==> src/rtl/rv_ready_gen_if.sv <==
// rtl/rv_ready_gen_if.sv - producer/consumer valid-ready handshake bundle
// Purpose: carries one data beat per cycle with data_valid && data_ready.
// Ports (signals):
//   data       producer data, DATA_W bits
//   data_valid producer has a beat on data
//   data_ready consumer can accept a beat this cycle
// Modports: master = producer side, slave = consumer side (rv_ready_gen).
interface rv_ready_gen_if #(
  parameter int DATA_W = 32
);
  logic [DATA_W-1:0] data;
  logic              data_valid;
  logic              data_ready;

  modport master (
    output data,
    output data_valid,
    input  data_ready
  );

  modport slave (
    input  data,
    input  data_valid,
    output data_ready
  );
endinterface

==> src/rtl/rv_ready_gen.sv <==
// rtl/rv_ready_gen.sv - configurable backpressure generator with beat statistics
// Purpose: consumer model that delays data_ready by a fixed or LFSR-random
// number of cycles, counts/accumulates accepted beats and flags producers
// that withdraw or change a stalled beat.
// Ports:
//   clock, reset   rising-edge clock, synchronous active-high reset
//   bus            slave side of rv_ready_gen_if (data, data_valid, data_ready)
//   mode           0 always ready, 1 fixed delay, 2 random delay, 3 pause
//   cfg_delay      fixed delay (mode 1) or random mask (mode 2)
//   clr            synchronous clear of statistics and proto_err
//   beat_count     accepted beats, wraps at 2^32
//   checksum       XOR of accepted data
//   last_data      most recently accepted data
//   proto_err      sticky producer protocol violation
module rv_ready_gen #(
  parameter int          DATA_W  = 32,
  parameter int          DELAY_W = 8,
  parameter logic [15:0] SEED    = 16'hACE1
) (
  input  logic               clock,
  input  logic               reset,
  rv_ready_gen_if.slave      bus,
  input  logic [1:0]         mode,
  input  logic [DELAY_W-1:0] cfg_delay,
  input  logic               clr,
  output logic [31:0]        beat_count,
  output logic [DATA_W-1:0]  checksum,
  output logic [DATA_W-1:0]  last_data,
  output logic               proto_err
);

  // An all-zero Galois LFSR would lock up, so a zero seed becomes 1.
  localparam logic [15:0] SEED_EFF = (SEED == 16'h0000) ? 16'h0001 : SEED;
  // x^16 + x^14 + x^13 + x^11 + 1 in right-shifting Galois form.
  localparam logic [15:0] LFSR_TAPS = 16'hB400;

  localparam logic [1:0] MODE_ALWAYS = 2'd0;
  localparam logic [1:0] MODE_RANDOM = 2'd2;
  localparam logic [1:0] MODE_PAUSE  = 2'd3;

  typedef enum logic [1:0] {
    ST_IDLE  = 2'd0,
    ST_WAIT  = 2'd1,
    ST_READY = 2'd2
  } state_t;

  state_t              state_q;
  logic [DELAY_W-1:0]  cnt_q;
  logic [15:0]         lfsr_q;
  logic [15:0]         lfsr_d;
  logic [DELAY_W-1:0]  delay_sel;
  logic                ready;
  logic                beat;

  logic [31:0]         beat_count_q, beat_count_d;
  logic [DATA_W-1:0]   checksum_q, checksum_d;
  logic [DATA_W-1:0]   last_data_q, last_data_d;
  logic                proto_err_q, proto_err_d;
  logic                stall_q;
  logic [DATA_W-1:0]   prev_data_q;

  // Ready is decoded combinationally so that it drops in the very cycle
  // reset or pause is applied.
  always_comb begin
    ready = 1'b0;
    if (!reset) begin
      if (mode == MODE_ALWAYS)
        ready = 1'b1;
      else if (mode != MODE_PAUSE)
        ready = (state_q == ST_READY);
    end
  end

  assign bus.data_ready = ready;
  assign beat           = bus.data_valid && ready;

  assign delay_sel = (mode == MODE_RANDOM) ? (lfsr_q[DELAY_W-1:0] & cfg_delay)
                                           : cfg_delay;

  always_comb begin
    lfsr_d = {1'b0, lfsr_q[15:1]};
    if (lfsr_q[0])
      lfsr_d = lfsr_d ^ LFSR_TAPS;
  end

  always_ff @(posedge clock) begin
    if (reset)
      lfsr_q <= SEED_EFF;
    else
      lfsr_q <= lfsr_d;
  end

  always_ff @(posedge clock) begin
    if (reset) begin
      state_q <= ST_IDLE;
      cnt_q   <= '0;
    end else begin
      case (mode)
        MODE_ALWAYS: begin
          state_q <= ST_IDLE;
          cnt_q   <= '0;
        end
        MODE_PAUSE: ;  // state and count frozen, resumed on exit
        default: begin
          case (state_q)
            ST_IDLE: begin
              if (bus.data_valid) begin
                cnt_q   <= delay_sel;
                state_q <= ST_WAIT;
              end
            end
            ST_WAIT: begin
              if (cnt_q != '0)
                cnt_q <= cnt_q - 1'b1;
              else
                state_q <= ST_READY;
            end
            ST_READY: begin
              if (beat)
                state_q <= ST_IDLE;
            end
            default: state_q <= ST_IDLE;
          endcase
        end
      endcase
    end
  end

  // clr restarts statistics from zero, so a coincident beat is the first one.
  always_comb begin
    beat_count_d = beat_count_q;
    checksum_d   = checksum_q;
    last_data_d  = last_data_q;
    proto_err_d  = proto_err_q;
    if (clr) begin
      beat_count_d = '0;
      checksum_d   = '0;
      last_data_d  = '0;
      proto_err_d  = 1'b0;
    end
    if (beat) begin
      beat_count_d = beat_count_d + 32'd1;
      checksum_d   = checksum_d ^ bus.data;
      last_data_d  = bus.data;
    end
    // A stalled beat must be held unchanged until it is accepted.
    if (!clr && stall_q && (!bus.data_valid || bus.data != prev_data_q))
      proto_err_d = 1'b1;
  end

  always_ff @(posedge clock) begin
    if (reset) begin
      beat_count_q <= '0;
      checksum_q   <= '0;
      last_data_q  <= '0;
      proto_err_q  <= 1'b0;
      stall_q      <= 1'b0;
      prev_data_q  <= '0;
    end else begin
      beat_count_q <= beat_count_d;
      checksum_q   <= checksum_d;
      last_data_q  <= last_data_d;
      proto_err_q  <= proto_err_d;
      stall_q      <= bus.data_valid && !ready;
      prev_data_q  <= bus.data;
    end
  end

  assign beat_count = beat_count_q;
  assign checksum   = checksum_q;
  assign last_data  = last_data_q;
  assign proto_err  = proto_err_q;

endmodule
==> src/flat_wrapper.sv <==
// flat-port wrapper written by rule: the top's interface ports become plain ports
module rv_ready_gen_flat 
#(
  parameter int          DATA_W  = 32,
  parameter int          DELAY_W = 8,
  parameter logic [15:0] SEED    = 16'hACE1
)
  (clock, reset, mode, cfg_delay, clr, beat_count, checksum, last_data, proto_err, bus_data, bus_data_valid, bus_data_ready);
  rv_ready_gen_if #(.DATA_W(DATA_W)) bus_i ();
  input  logic clock;
  input  logic reset;
  input  logic [1:0] mode;
  input  logic [DELAY_W-1:0] cfg_delay;
  input  logic clr;
  output logic [31:0] beat_count;
  output logic [DATA_W-1:0] checksum;
  output logic [DATA_W-1:0] last_data;
  output logic proto_err;
  input wire logic [$bits(bus_i.data)-1:0] bus_data;
  input wire logic [$bits(bus_i.data_valid)-1:0] bus_data_valid;
  output wire logic [$bits(bus_i.data_ready)-1:0] bus_data_ready;
  assign bus_i.data = bus_data;
  assign bus_i.data_valid = bus_data_valid;
  assign bus_data_ready = bus_i.data_ready;
  rv_ready_gen #(.DATA_W(DATA_W), .DELAY_W(DELAY_W), .SEED(SEED)) u_core (.clock(clock), .reset(reset), .bus(bus_i), .mode(mode), .cfg_delay(cfg_delay), .clr(clr), .beat_count(beat_count), .checksum(checksum), .last_data(last_data), .proto_err(proto_err));
endmodule
==> config.mk <==
export PLATFORM = sky130hd
export DESIGN_NAME = rv_ready_gen_flat
export DESIGN_NICKNAME = d
export VERILOG_FILES = /design/src/rtl/rv_ready_gen_if.sv /design/src/rtl/rv_ready_gen.sv /design/src/flat_wrapper.sv
export SDC_FILE = /design/constraint.sdc
export NUM_CORES = 1
export LEC_CHECK = 0
export ABC_AREA = 1
export BUFFER_PORTS_ARGS = -buffer_cell sky130_fd_sc_hd__buf_2
export CAP_MARGIN = 20
export CELL_PAD_IN_SITES_DETAIL_PLACEMENT = 0
export CELL_PAD_IN_SITES_GLOBAL_PLACEMENT = 1
export CORE_UTILIZATION = 43
export CTS_BUF_LIST = sky130_fd_sc_hd__clkbuf_4 sky130_fd_sc_hd__clkbuf_8
export DETAILED_ROUTE_END_ITERATION = 8
export GPL_TIMING_DRIVEN = 0
export PLACE_DENSITY_LB_ADDON = 0.25
export SYNTH_ARGS = -nofsm -noshare
export SYNTH_HDL_FRONTEND = slang
export SYNTH_SLANG_ARGS = --single-unit
==> constraint.sdc <==
create_clock -name clock -period 5.7 [get_ports clock]
set_input_delay 1.71 -clock clock [delete_from_list [all_inputs] [get_ports clock]]
set_output_delay 1.71 -clock clock [all_outputs]
set_load 0.02 [all_outputs]
==> results.rst, run 1 <==
.. list-table::
   :header-rows: 1

   * - Metric
     - Value
   * - Reg-to-Reg End
     - u_core.beat_count[28]$_SDFF_PP0_
   * - Die X-Extent
     - 129.2 um
   * - Proportion of synthesized area in mux cells
     - 0%
   * - DRC violation total after the first TritonRoute iteration
     - 389
   * - Total via count in the routed design
     - approximately 6.5k
   * - Vias/cell
     - 4.673
   * - Die area
     - around 17,000 um^2
   * - Post-CTS Hold Buffers
     - 0
   * - Area fraction in compound gates after synthesis
     - 13.10%
   * - Count of TritonRoute iterations in the first routing pass
     - 5
   * - Proportion of register bits with asynchronous set or reset after synthesis
     - 0%
   * - Startpoint-to-endpoint class of the critical path
     - in2out
   * - Post-DP Area
     - 7934 um^2
   * - CP Data Required Time
     - 3.99 ns
   * - Worst Hold End
     - u_core.lfsr_q[14]$_SDFF_PP0_
   * - Initial Util
     - 43.93%
   * - Result of the run
     - complete, no violations
   * - Placement row count
     - 46
   * - Mapped Cells
     - 1,003
   * - Buffers added on ports
     - 142
   * - Clock period minus final worst setup slack
     - 4.246 ns
   * - Final setup skew
     - 0.01227 ns
   * - Number of gates resized after CTS
     - 0
   * - Number of levels the H-tree was split into
     - 4
   * - Core region area
     - 15,830 um^2
   * - Core utilization of the finished layout
     - 53.35%
   * - Vias in the first global route
     - 6,110
   * - Cell Area, Synth
     - ~7000 um^2
   * - Sequential share of the synthesized area
     - around 45%
   * - Clock sink total
     - 156
   * - Min-Delay Path Class
     - reg2reg
   * - Setup violations, final
     - 0
   * - Die outline height
     - 129.2 um
   * - Category of the worst setup path capture point
     - output port
   * - Max Clock Freq
     - 235.5 MHz
   * - Top-Level Pins
     - 144
   * - Maximum number of pins on one net before global-route repair
     - 17
   * - Startpoint of the lowest-slack register-to-register path
     - u_core.beat_count[0]$_SDFF_PP0_
   * - Final wirelength
     - 18,370 um
   * - Xor-xnor portion of the synthesized cell area
     - 1.764%
   * - Register clock-pin slew on the reported worst setup and hold paths
     - 0.08 ns
   * - Worst reg2reg setup slack
     - 3.70 ns
   * - Yosys top cell by area
     - sky130_fd_sc_hd__dfxtp_1
   * - Initial antenna violation count
     - 0
   * - Sum of negative setup slack
     - 0 ns
   * - Congestion Overflow GR
     - 0
   * - Total number of nets in the final design
     - 1,213
   * - Count of final hold-check violations
     - 0
   * - RSZ-0062 raised after global routing
     - false
   * - Met3 global-route usage
     - 5.533%
   * - GRT met1 Usage
     - 28.22%
   * - Ys flop type
     - sky130_fd_sc_hd__dfxtp_1
   * - Number of routed nets with antenna violations
     - 0
   * - Simple-gate portion of the synthesized area
     - 28.99%
   * - Worst Tran Pin Value
     - 0.7452 ns
   * - Number of cells on the worst reg-to-reg path
     - 12
   * - Overall track demand over capacity in global routing
     - 23.00%
   * - WL/cell
     - between 10 and 15 um
   * - Count of buffers added by post-CTS timing repair for setup
     - 0
   * - Main combinational cell family by area after synthesis
     - simple AND/OR/NAND/NOR gates
   * - Top cells by area, synth
     - sky130_fd_sc_hd__dfxtp_1 (45%), sky130_fd_sc_hd__nand2_1 (12%), sky130_fd_sc_hd__nor2_1 (8.6%), sky130_fd_sc_hd__inv_1 (7.9%), sky130_fd_sc_hd__a21oi_1 (7.1%)
   * - Proportion of netlist area held by the largest area contributor
     - 44.92%
   * - Area Growth Syn to Fin
     - 21.45%
   * - Worst hold path cell count
     - 2
   * - Worst supply voltage drop on vdd
     - 0.1503 mV
   * - HPWL after detailed placement
     - 13,580 um
   * - Weighted congestion at the end of routability-driven global placement
     - roughly 0.82
   * - CP Data Arrival Time
     - 2.54 ns
   * - Maximum fanout along the worst path
     - 9
   * - Bufs on Longest Clock Path
     - 2
   * - Ant. Diodes
     - 0
   * - Ys Warns
     - 0
   * - Post-Syn Area per Cell
     - 6.932 um^2
   * - Number of design rule violations left after detail routing
     - 0
   * - Most instantiated library cell after synthesis
     - sky130_fd_sc_hd__nand2_1
   * - Total nets after synthesis
     - ~1.1k
   * - Fraction of final layout cells with drive strength greater than 1
     - between 10% and 20%
   * - Busiest layer in global routing
     - met2
   * - Number of distinct library cells after synthesis
     - 38
   * - Flops & latches, synth
     - 156
   * - Critical path startpoint category
     - input pin
   * - CTS tree
     - done
   * - Share of synthesized cell area in full adder, half adder and majority cells
     - less than 1%
   * - Wire length of the first global-routing pass
     - 29,650 um
   * - Clk root buf
     - sky130_fd_sc_hd__clkbuf_8
   * - Clock insertion delay at the later pin of the skew report
     - around 0.46 ns
   * - Ratio of final minimum period to clock period
     - 74.49%
   * - List of most frequent post-synthesis cells
     - sky130_fd_sc_hd__nand2_1 (223), sky130_fd_sc_hd__nor2_1 (160), sky130_fd_sc_hd__dfxtp_1 (156), sky130_fd_sc_hd__inv_1 (146), sky130_fd_sc_hd__a21oi_1 (99)
   * - EDFF count, synth
     - 0
   * - Inserted Clock Buffers
     - 17
   * - Rel. slew slack
     - 49.93%
   * - Met2 Track Usage GR
     - 39.75%
   * - Power per standard cell area
     - 289.3 nW/um^2
   * - Worst Hold Launch
     - u_core.lfsr_q[15]$_SDFF_PP1_
   * - Reported leakage power
     - around 3.8 nW
   * - Fin. max-slew vios
     - 0
   * - Total of max-cap violations
     - 0
   * - Area of all placed cells without fillers
     - between 8000 and 9000 um^2
==> critical path, stage by stage <==
cell                      delay (ns)
sky130_fd_sc_hd__buf_2          0.12
sky130_fd_sc_hd__inv_1          0.08
sky130_fd_sc_hd__nand2_2        0.14
sky130_fd_sc_hd__nand2_1        0.11
sky130_fd_sc_hd__nand2_1        0.10
sky130_fd_sc_hd__inv_1          0.09
sky130_fd_sc_hd__buf_2          0.18
==> per-stage QoR <==
| stage | hold WS (ns) | worst slack (ns) | power (mW) | cells |
|---|---|---|---|---|
| finish | 0.4130 | 1.454 | 2.443 | 1393 |
| global route | 0.4305 | 1.340 | 2.546 | 1393 |
| CTS | 0.4140 | 1.456 | 2.463 | 1393 |
| detailed placement | 0.3965 | 1.476 | 1.411 | 1361 |
| global placement | 0.3916 | 1.466 | 1.409 | 1361 |
| floorplan | 0.3883 | 1.766 | 1.333 | 1003 |
==> layout by cell type, fill, tap and decap left out, types with 12 or more instances in the layout <==
cell	instances
sky130_fd_sc_hd__nand2_1	223
sky130_fd_sc_hd__nor2_1	160
sky130_fd_sc_hd__dfxtp_1	156
sky130_fd_sc_hd__buf_2	149
sky130_fd_sc_hd__inv_1	146
sky130_fd_sc_hd__a21oi_1	99
sky130_fd_sc_hd__o21ai_0	68
sky130_fd_sc_hd__nand3_1	31
sky130_fd_sc_hd__clkbuf_1	19
sky130_fd_sc_hd__clkbuf_8	18
sky130_fd_sc_hd__xnor2_1	13
sky130_fd_sc_hd__nor3_1	12
==> report_power, final <==
part	switching [mW]	internal, mW	leakage (nW)	total [mW]
combinational	0.156	0.0846	2.24	0.241
sequential	0.0213	1.12	1.27	1.15
clock	0.432	0.625	0.254	1.06
==> cells by family after synthesis <==
logic type / after synthesis
and+or+nand+nor: 472
buffers and inverters: 180
AOI/OAI and AO/OA: 178
DFF: 156
xor gates and xnor gates: 14
adders and majority gates: 3
==> worst max path at each step <==
stage / from / endpoint / slack (ns) / cells past startpoint
after CTS: mode[0] / bus_data_ready / 1.46 / 7
after floorplan: mode[0] / bus_data_ready / 1.77 / 5
after global routing: mode[0] / bus_data_ready / 1.34 / 7
final: mode[0] / bus_data_ready / 1.45 / 7
after detailed placement: mode[0] / bus_data_ready / 1.48 / 7
after global placement: mode[0] / bus_data_ready / 1.47 / 7
==> sequential cells by signal, summed over array words and instances (netlist names) <==
signal              cells
u_core.beat_count      32
u_core.checksum        32
u_core.cnt_q            8
u_core.last_data       32
u_core.lfsr_q          16
u_core.prev_data_q     32
u_core.proto_err        1
u_core.stall_q          1
u_core.state_q          2
==> cell type report <==
type	instances	area, um^2
Timing Repair Buffer	142	710.7
Clock inverter	14	262.8
Tap cell	216	270.3
Multi-Input combinational cell	667	3087
Inverter	148	560.5
Clock buffer	18	247.7
Fill cell	1605	7383
Buffer	32	182.7
Sequential cell	156	3123
==> layer usage <==
metal | vias up | routed length, um
met5 | - | 0
met4 | 0 | 190
met3 | 17 | 943
met2 | 142 | 8728
met1 | 2895 | 8502
li1 | 3456 | -
No activity file was read; power rests on OpenSTA's default activity.
==> inputs of run 2 (changes only) <==
- CORE_UTILIZATION: 43 -> 36
- clock period: 5.7 -> 3.5 ns (I/O delays scaled with it)
==> results.rst, run 2 (same netlist as run 1, synthesis figures left out) <==
.. list-table::
   :header-rows: 1

   * - Metric
     - Value
   * - Result of the run
     - complete, no violations
   * - CP Data Required Time
     - 2.45 ns
   * - Cell with the largest stage delay on the worst path
     - sky130_fd_sc_hd__buf_2
   * - Clock period minus final worst setup slack
     - roughly 3.0 ns
   * - Category of the worst setup path capture point
     - output port
   * - Sum of negative setup slack
     - 0 ns
   * - Count of TritonRoute iterations in the first routing pass
     - 5
   * - Number of cells on the worst reg-to-reg path
     - 12
   * - Final setup skew
     - between 0.015 and 0.02 ns
   * - Number of cells after detailed placement
     - 1,405
   * - Hold slack
     - approximately 0.41 ns
   * - Critical path startpoint category
     - input pin
   * - Vias/cell
     - 4.508
   * - Post-CTS Hold Buffers
     - 0
   * - Die area
     - 19,870 um^2
   * - Total via count in the routed design
     - 6,474
   * - Startpoint-to-endpoint class of the critical path
     - in2out
   * - Clock insertion delay at the later pin of the skew report
     - 0.45 ns
   * - Family with the most delay on the worst path
     - buffers and inverters
   * - DRC violation total after the first TritonRoute iteration
     - approximately 290
   * - Maximum number of pins on one net before global-route repair
     - 17
   * - Worst Tran Pin Value
     - 0.7506 ns
   * - Final wirelength
     - 18,800 um
   * - Reported leakage power
     - 3.670 nW
   * - Clk root buf
     - sky130_fd_sc_hd__clkbuf_8
   * - Count of buffers added by post-CTS timing repair for setup
     - 0
   * - Power per standard cell area
     - 416.2 nW/um^2
   * - Top-Level Pins
     - about 140
   * - Worst Hold Launch
     - u_core.lfsr_q[9]$_SDFF_PP0_
   * - Number of levels the H-tree was split into
     - 4
   * - Inserted Clock Buffers
     - 17
   * - Placement row count
     - 50
   * - Clock sink total
     - ~160
   * - Met2 Track Usage GR
     - 32.44%
   * - Area of all placed cells without fillers
     - 8329 um^2
   * - Reg-to-Reg End
     - u_core.beat_count[28]$_SDFF_PP0_
   * - Area Growth Syn to Fin
     - 19.79%
   * - Leading cell type in the layout, fill and taps excluded
     - sky130_fd_sc_hd__nand2_1
   * - Highest-count cells in the layout ignoring fill and taps
     - sky130_fd_sc_hd__nand2_1 (223), sky130_fd_sc_hd__nor2_1 (160), sky130_fd_sc_hd__dfxtp_1 (156)
   * - Die X-Extent
     - 141.0 um
   * - Worst supply voltage drop on vdd
     - 0.2314 mV
   * - Min-Delay Path Class
     - reg2reg
   * - Launching instance or port of the critical path
     - mode[0]
   * - Bufs on Longest Clock Path
     - 2
   * - Final worst-path setup slack
     - about 0.53 ns
   * - Number of routed nets with antenna violations
     - 0
   * - Number of gates resized after CTS
     - 0
   * - Core utilization of the finished layout
     - 44.23%
   * - Maximum fanout along the worst path
     - 9
   * - Worst hold path cell count
     - 2
   * - WL/cell
     - 13.09 um
   * - Die outline height
     - roughly 140 um
   * - Initial antenna violation count
     - 1
   * - Startpoint of the lowest-slack register-to-register path
     - u_core.beat_count[0]$_SDFF_PP0_
   * - Ordered list of cells on the worst path
     - buf_2 -> inv_1 -> nand2_2 -> nand2_1 -> nand2_1 -> inv_1 -> buf_2
   * - Total of max-cap violations
     - 0
   * - Storage element area
     - between 3000 and 4000 um^2
   * - Vias in the first global route
     - 6,047
   * - Congestion Overflow GR
     - 0
   * - CTS tree
     - done
   * - Worst Hold End
     - u_core.lfsr_q[8]$_SDFF_PP0_
   * - Number of design rule violations left after detail routing
     - 0
   * - Total power after layout
     - 3.466 mW
   * - Count of non-filler cells in the finished layout
     - 1,436
   * - Worst reg2reg setup slack
     - between 1 and 1.5 ns
   * - Area taken by multi-input logic gates
     - 3087 um^2
   * - Busiest layer in global routing
     - met2
   * - Peak per-stage delay on the critical path
     - 0.18 ns
   * - Fraction of final layout cells with drive strength greater than 1
     - 18.89%
   * - Wire length of the first global-routing pass
     - ~30,000 um
   * - Setup violations, final
     - 0
   * - Weighted congestion at the end of routability-driven global placement
     - 0.8294
   * - Post-DP Area
     - 7989 um^2
   * - Worst-case setup slack after placement
     - 0.4834 ns
   * - Count of final hold-check violations
     - 0
   * - Buffers added on ports
     - 142
   * - Core region area
     - 18,830 um^2
   * - WP buf/inv
     - 4
   * - CP Data Arrival Time
     - 1.92 ns
   * - Register clock-pin slew on the reported worst setup and hold paths
     - roughly 0.080 ns
   * - HPWL after detailed placement
     - 14,240 um
   * - Fin. max-slew vios
     - 0
   * - RSZ-0062 raised after global routing
     - false
   * - GRT met1 Usage
     - 24.50%
   * - Total number of nets in the final design
     - 1,213
   * - Initial Util
     - 36.92%
   * - Max Clock Freq
     - around 340 MHz
   * - Rel. slew slack
     - 49.58%
   * - Ratio of final minimum period to clock period
     - 84.99%
   * - Overall track demand over capacity in global routing
     - between 10% and 20%
   * - Layout filler cell count
     - approximately 2k
   * - Met3 global-route usage
     - roughly 5.3%
## run 2: layout make-up
class	instances	area share, %
Sequential cell	156	37.49
Multi-Input combinational cell	667	37.06
Timing Repair Buffer	142	8.532
Inverter	148	6.730
Tap cell	260	3.906
Clock buffer	21	3.245
Buffer	32	2.193
Clock inverter	9	0.8112
Antenna cell	1	0.03004
## run 2: tightest hold or removal path, stage by stage (launching register included)
cell and delay [ns]:
sky130_fd_sc_hd__dfxtp_1 0.30, sky130_fd_sc_hd__inv_1 0.04, sky130_fd_sc_hd__nor2_1 0.03
## run 2: layer usage
| metal | routed length [um] | part of all wire, % |
|---|---|---|
| met5 | 0 | 0 |
| met3 | 1139 | 6.1 |
| met2 | 8668 | 46 |
| met4 | 204 | 1.1 |
| met1 | 8791 | 47 |
## run 2: worst max-delay path by stage
stage	end	slack, ns	cells after the start
final	bus_data_ready	0.53	7
after global routing	bus_data_ready	0.43	7
after CTS	bus_data_ready	0.51	7
after detailed placement	u_core.beat_count[28]$_SDFF_PP0_	0.48	13
after global placement	u_core.beat_count[28]$_SDFF_PP0_	0.45	13
after floorplan	u_core.beat_count[22]$_SDFF_PP0_	0.87	13
## run 2: report_power, final
part	internal (mW)	switching, mW	total [mW]
Combinational	0.138	0.253	0.391
Clock	0.527	0.684	1.21
Sequential	1.83	0.0339	1.87
==> inputs of run 3 (changes only) <==
- CORE_UTILIZATION: 36 -> 40
- clock period: 3.5 -> 3 ns (I/O delays scaled with it)
==> results.rst, run 3 (same netlist as run 1, synthesis figures left out) <==
.. list-table::
   :header-rows: 1

   * - Metric
     - Value
   * - Setup violations, final
     - 0
   * - Vias in the first global route
     - 5,988
   * - CTS tree
     - done
   * - Wire length of the first global-routing pass
     - 29,920 um
   * - Highest-count cells in the layout ignoring fill and taps
     - sky130_fd_sc_hd__nand2_1 (223), sky130_fd_sc_hd__nor2_1 (160), sky130_fd_sc_hd__dfxtp_1 (156)
   * - Initial antenna violation count
     - 2
   * - Clock period minus final worst setup slack
     - 2.623 ns
   * - Startpoint-to-endpoint class of the critical path
     - in2out
   * - Min-Delay Path Class
     - reg2reg
   * - Clock sink total
     - around 160
   * - CP Data Required Time
     - 2.10 ns
   * - Post-CTS Hold Buffers
     - 0
   * - Cell with the largest stage delay on the worst path
     - sky130_fd_sc_hd__buf_2
   * - Number of routed nets with antenna violations
     - 0
   * - Number of design rule violations left after detail routing
     - 0
   * - Leading cell type in the layout, fill and taps excluded
     - sky130_fd_sc_hd__nand2_1
   * - Sum of negative setup slack
     - 0 ns
   * - Bufs on Longest Clock Path
     - 2
   * - Peak per-stage delay on the critical path
     - 0.17 ns
   * - Placement row count
     - between 40 and 50
   * - Clock insertion delay at the later pin of the skew report
     - 0.46 ns
   * - Weighted congestion at the end of routability-driven global placement
     - ~0.83
   * - Maximum number of pins on one net before global-route repair
     - 17
   * - Register clock-pin slew on the reported worst setup and hold paths
     - about 0.08 ns
   * - Fraction of final layout cells with drive strength greater than 1
     - a little under a fifth
   * - Result of the run
     - complete, no violations
   * - Overall track demand over capacity in global routing
     - 21.35%
   * - Congestion Overflow GR
     - 0
   * - Ratio of final minimum period to clock period
     - 87.45%
   * - Ant. Diodes
     - 0
   * - RSZ-0062 raised after global routing
     - false
   * - Rel. slew slack
     - between 40% and 50%
   * - Power per standard cell area
     - 514.8 nW/um^2
   * - DRC violation total after the first TritonRoute iteration
     - about 330
   * - Clk root buf
     - sky130_fd_sc_hd__clkbuf_8
   * - CP Data Arrival Time
     - 1.72 ns
   * - Final wirelength
     - between 15,000 and 20,000 um
   * - Count of final hold-check violations
     - 0
   * - Die X-Extent
     - ~130 um
   * - Ordered list of cells on the worst path
     - buf_2 -> inv_1 -> nand2_2 -> nand2_1 -> nand2_1 -> inv_1 -> buf_2
   * - Worst Tran Pin Value
     - 0.7984 ns
   * - Total number of nets in the final design
     - 1,213
   * - Worst supply voltage drop on vdd
     - 0.2861 mV
   * - Max Clock Freq
     - 381.2 MHz
   * - Final setup skew
     - 0.01146 ns
   * - WL/cell
     - 13.20 um
   * - Count of TritonRoute iterations in the first routing pass
     - 5
   * - Die outline height
     - 133.8 um
   * - Total via count in the routed design
     - 6,478
   * - Vias/cell
     - about 4.6
   * - Inserted Clock Buffers
     - 17
   * - Critical path startpoint category
     - input pin
   * - Reported leakage power
     - 3.717 nW
   * - Total of max-cap violations
     - 0
   * - Family with the most delay on the worst path
     - buffers and inverters
   * - Category of the worst setup path capture point
     - output port
   * - Die area
     - 17,910 um^2
   * - Count of buffers added by post-CTS timing repair for setup
     - 0
   * - Fin. max-slew vios
     - 0
   * - Buffers added on ports
     - 142
   * - Core utilization of the finished layout
     - between 40% and 50%
   * - Core region area
     - 16,760 um^2
   * - Number of gates resized after CTS
     - 0
   * - Top-Level Pins
     - 144
   * - Initial Util
     - 41.49%
   * - HPWL after detailed placement
     - 13,750 um
   * - Maximum fanout along the worst path
     - 9
   * - WP buf/inv
     - 4
   * - Number of levels the H-tree was split into
     - 4
   * - Area Growth Syn to Fin
     - 20.14%
## run 3: cell count changes in the layout (fill, tap and decap cells not counted), sizes merged
| cell | change |
|---|---|
| clkinvlp | -3 |
| bufinv | +2 |
| inv | +2 |
| clkinv | +1 |
| diode | -1 |
## run 3: cell type report
| cell class | count | area (um^2) |
|---|---|---|
| repair buffers | 142 | 710.7 |
| well taps | 220 | 275.3 |
| clock inverters | 11 | 131.4 |
| clock buffers | 21 | 282.8 |
| multi-input cells | 667 | 3087 |
| flip-flops and latches | 156 | 3123 |
| inverters | 148 | 560.5 |
| fillers | 1789 | 8407 |
| plain buffers | 32 | 182.7 |
## run 3: where the power goes
group          switching [mW]  internal (mW)
combinational           0.294          0.161
clock                   0.843          0.826
sequential             0.0398           2.14
total                    1.18           3.12
## run 3: worst paths after layout
check | slack, ns | end | start | depth (start not counted)
min reg2reg | 0.41 | u_core.lfsr_q[8]$_SDFF_PP0_ | u_core.lfsr_q[9]$_SDFF_PP0_ | 2
max reg2reg | 0.95 | u_core.beat_count[28]$_SDFF_PP0_ | u_core.beat_count[0]$_SDFF_PP0_ | 12
max | 0.38 | bus_data_ready | mode[0] | 7
min | 0.41 | u_core.lfsr_q[8]$_SDFF_PP0_ | u_core.lfsr_q[9]$_SDFF_PP0_ | 2
## run 3: layer usage
| layer | vias to the layer above | global-route usage [%] | routed length [um] |
|---|---|---|---|
| met4 | 2 | 4.735 | 125 |
| met2 | 145 | 35.09 | 8507 |
| met3 | 11 | 6.803 | 1115 |
| li1 | 3452 | - | - |
| met1 | 2868 | 27.22 | 8678 |
| met5 | - | 0 | 13 |
## run 3: through the flow
step           worst slack, ns  hold slack, ns  power, mW  cells  cell area, um^2
5_1_grt                 0.3131          0.4251      4.502   1397             8353
6_report                0.3765          0.4058      4.300   1397             8353
3_5_place_dp            0.1317          0.3931      2.682   1365             7939
3_3_place_gp            0.1195          0.3914      2.679   1365             7939
2_1_floorplan           0.5178          0.3883      2.533   1003             6953
4_1_cts                 0.3647          0.4065      4.345   1397             8353
## run 3: tightest hold or removal path, stage by stage, from the launching register on
cell and delay, ns:
sky130_fd_sc_hd__dfxtp_1 0.30, sky130_fd_sc_hd__inv_1 0.04, sky130_fd_sc_hd__nor2_1 0.03
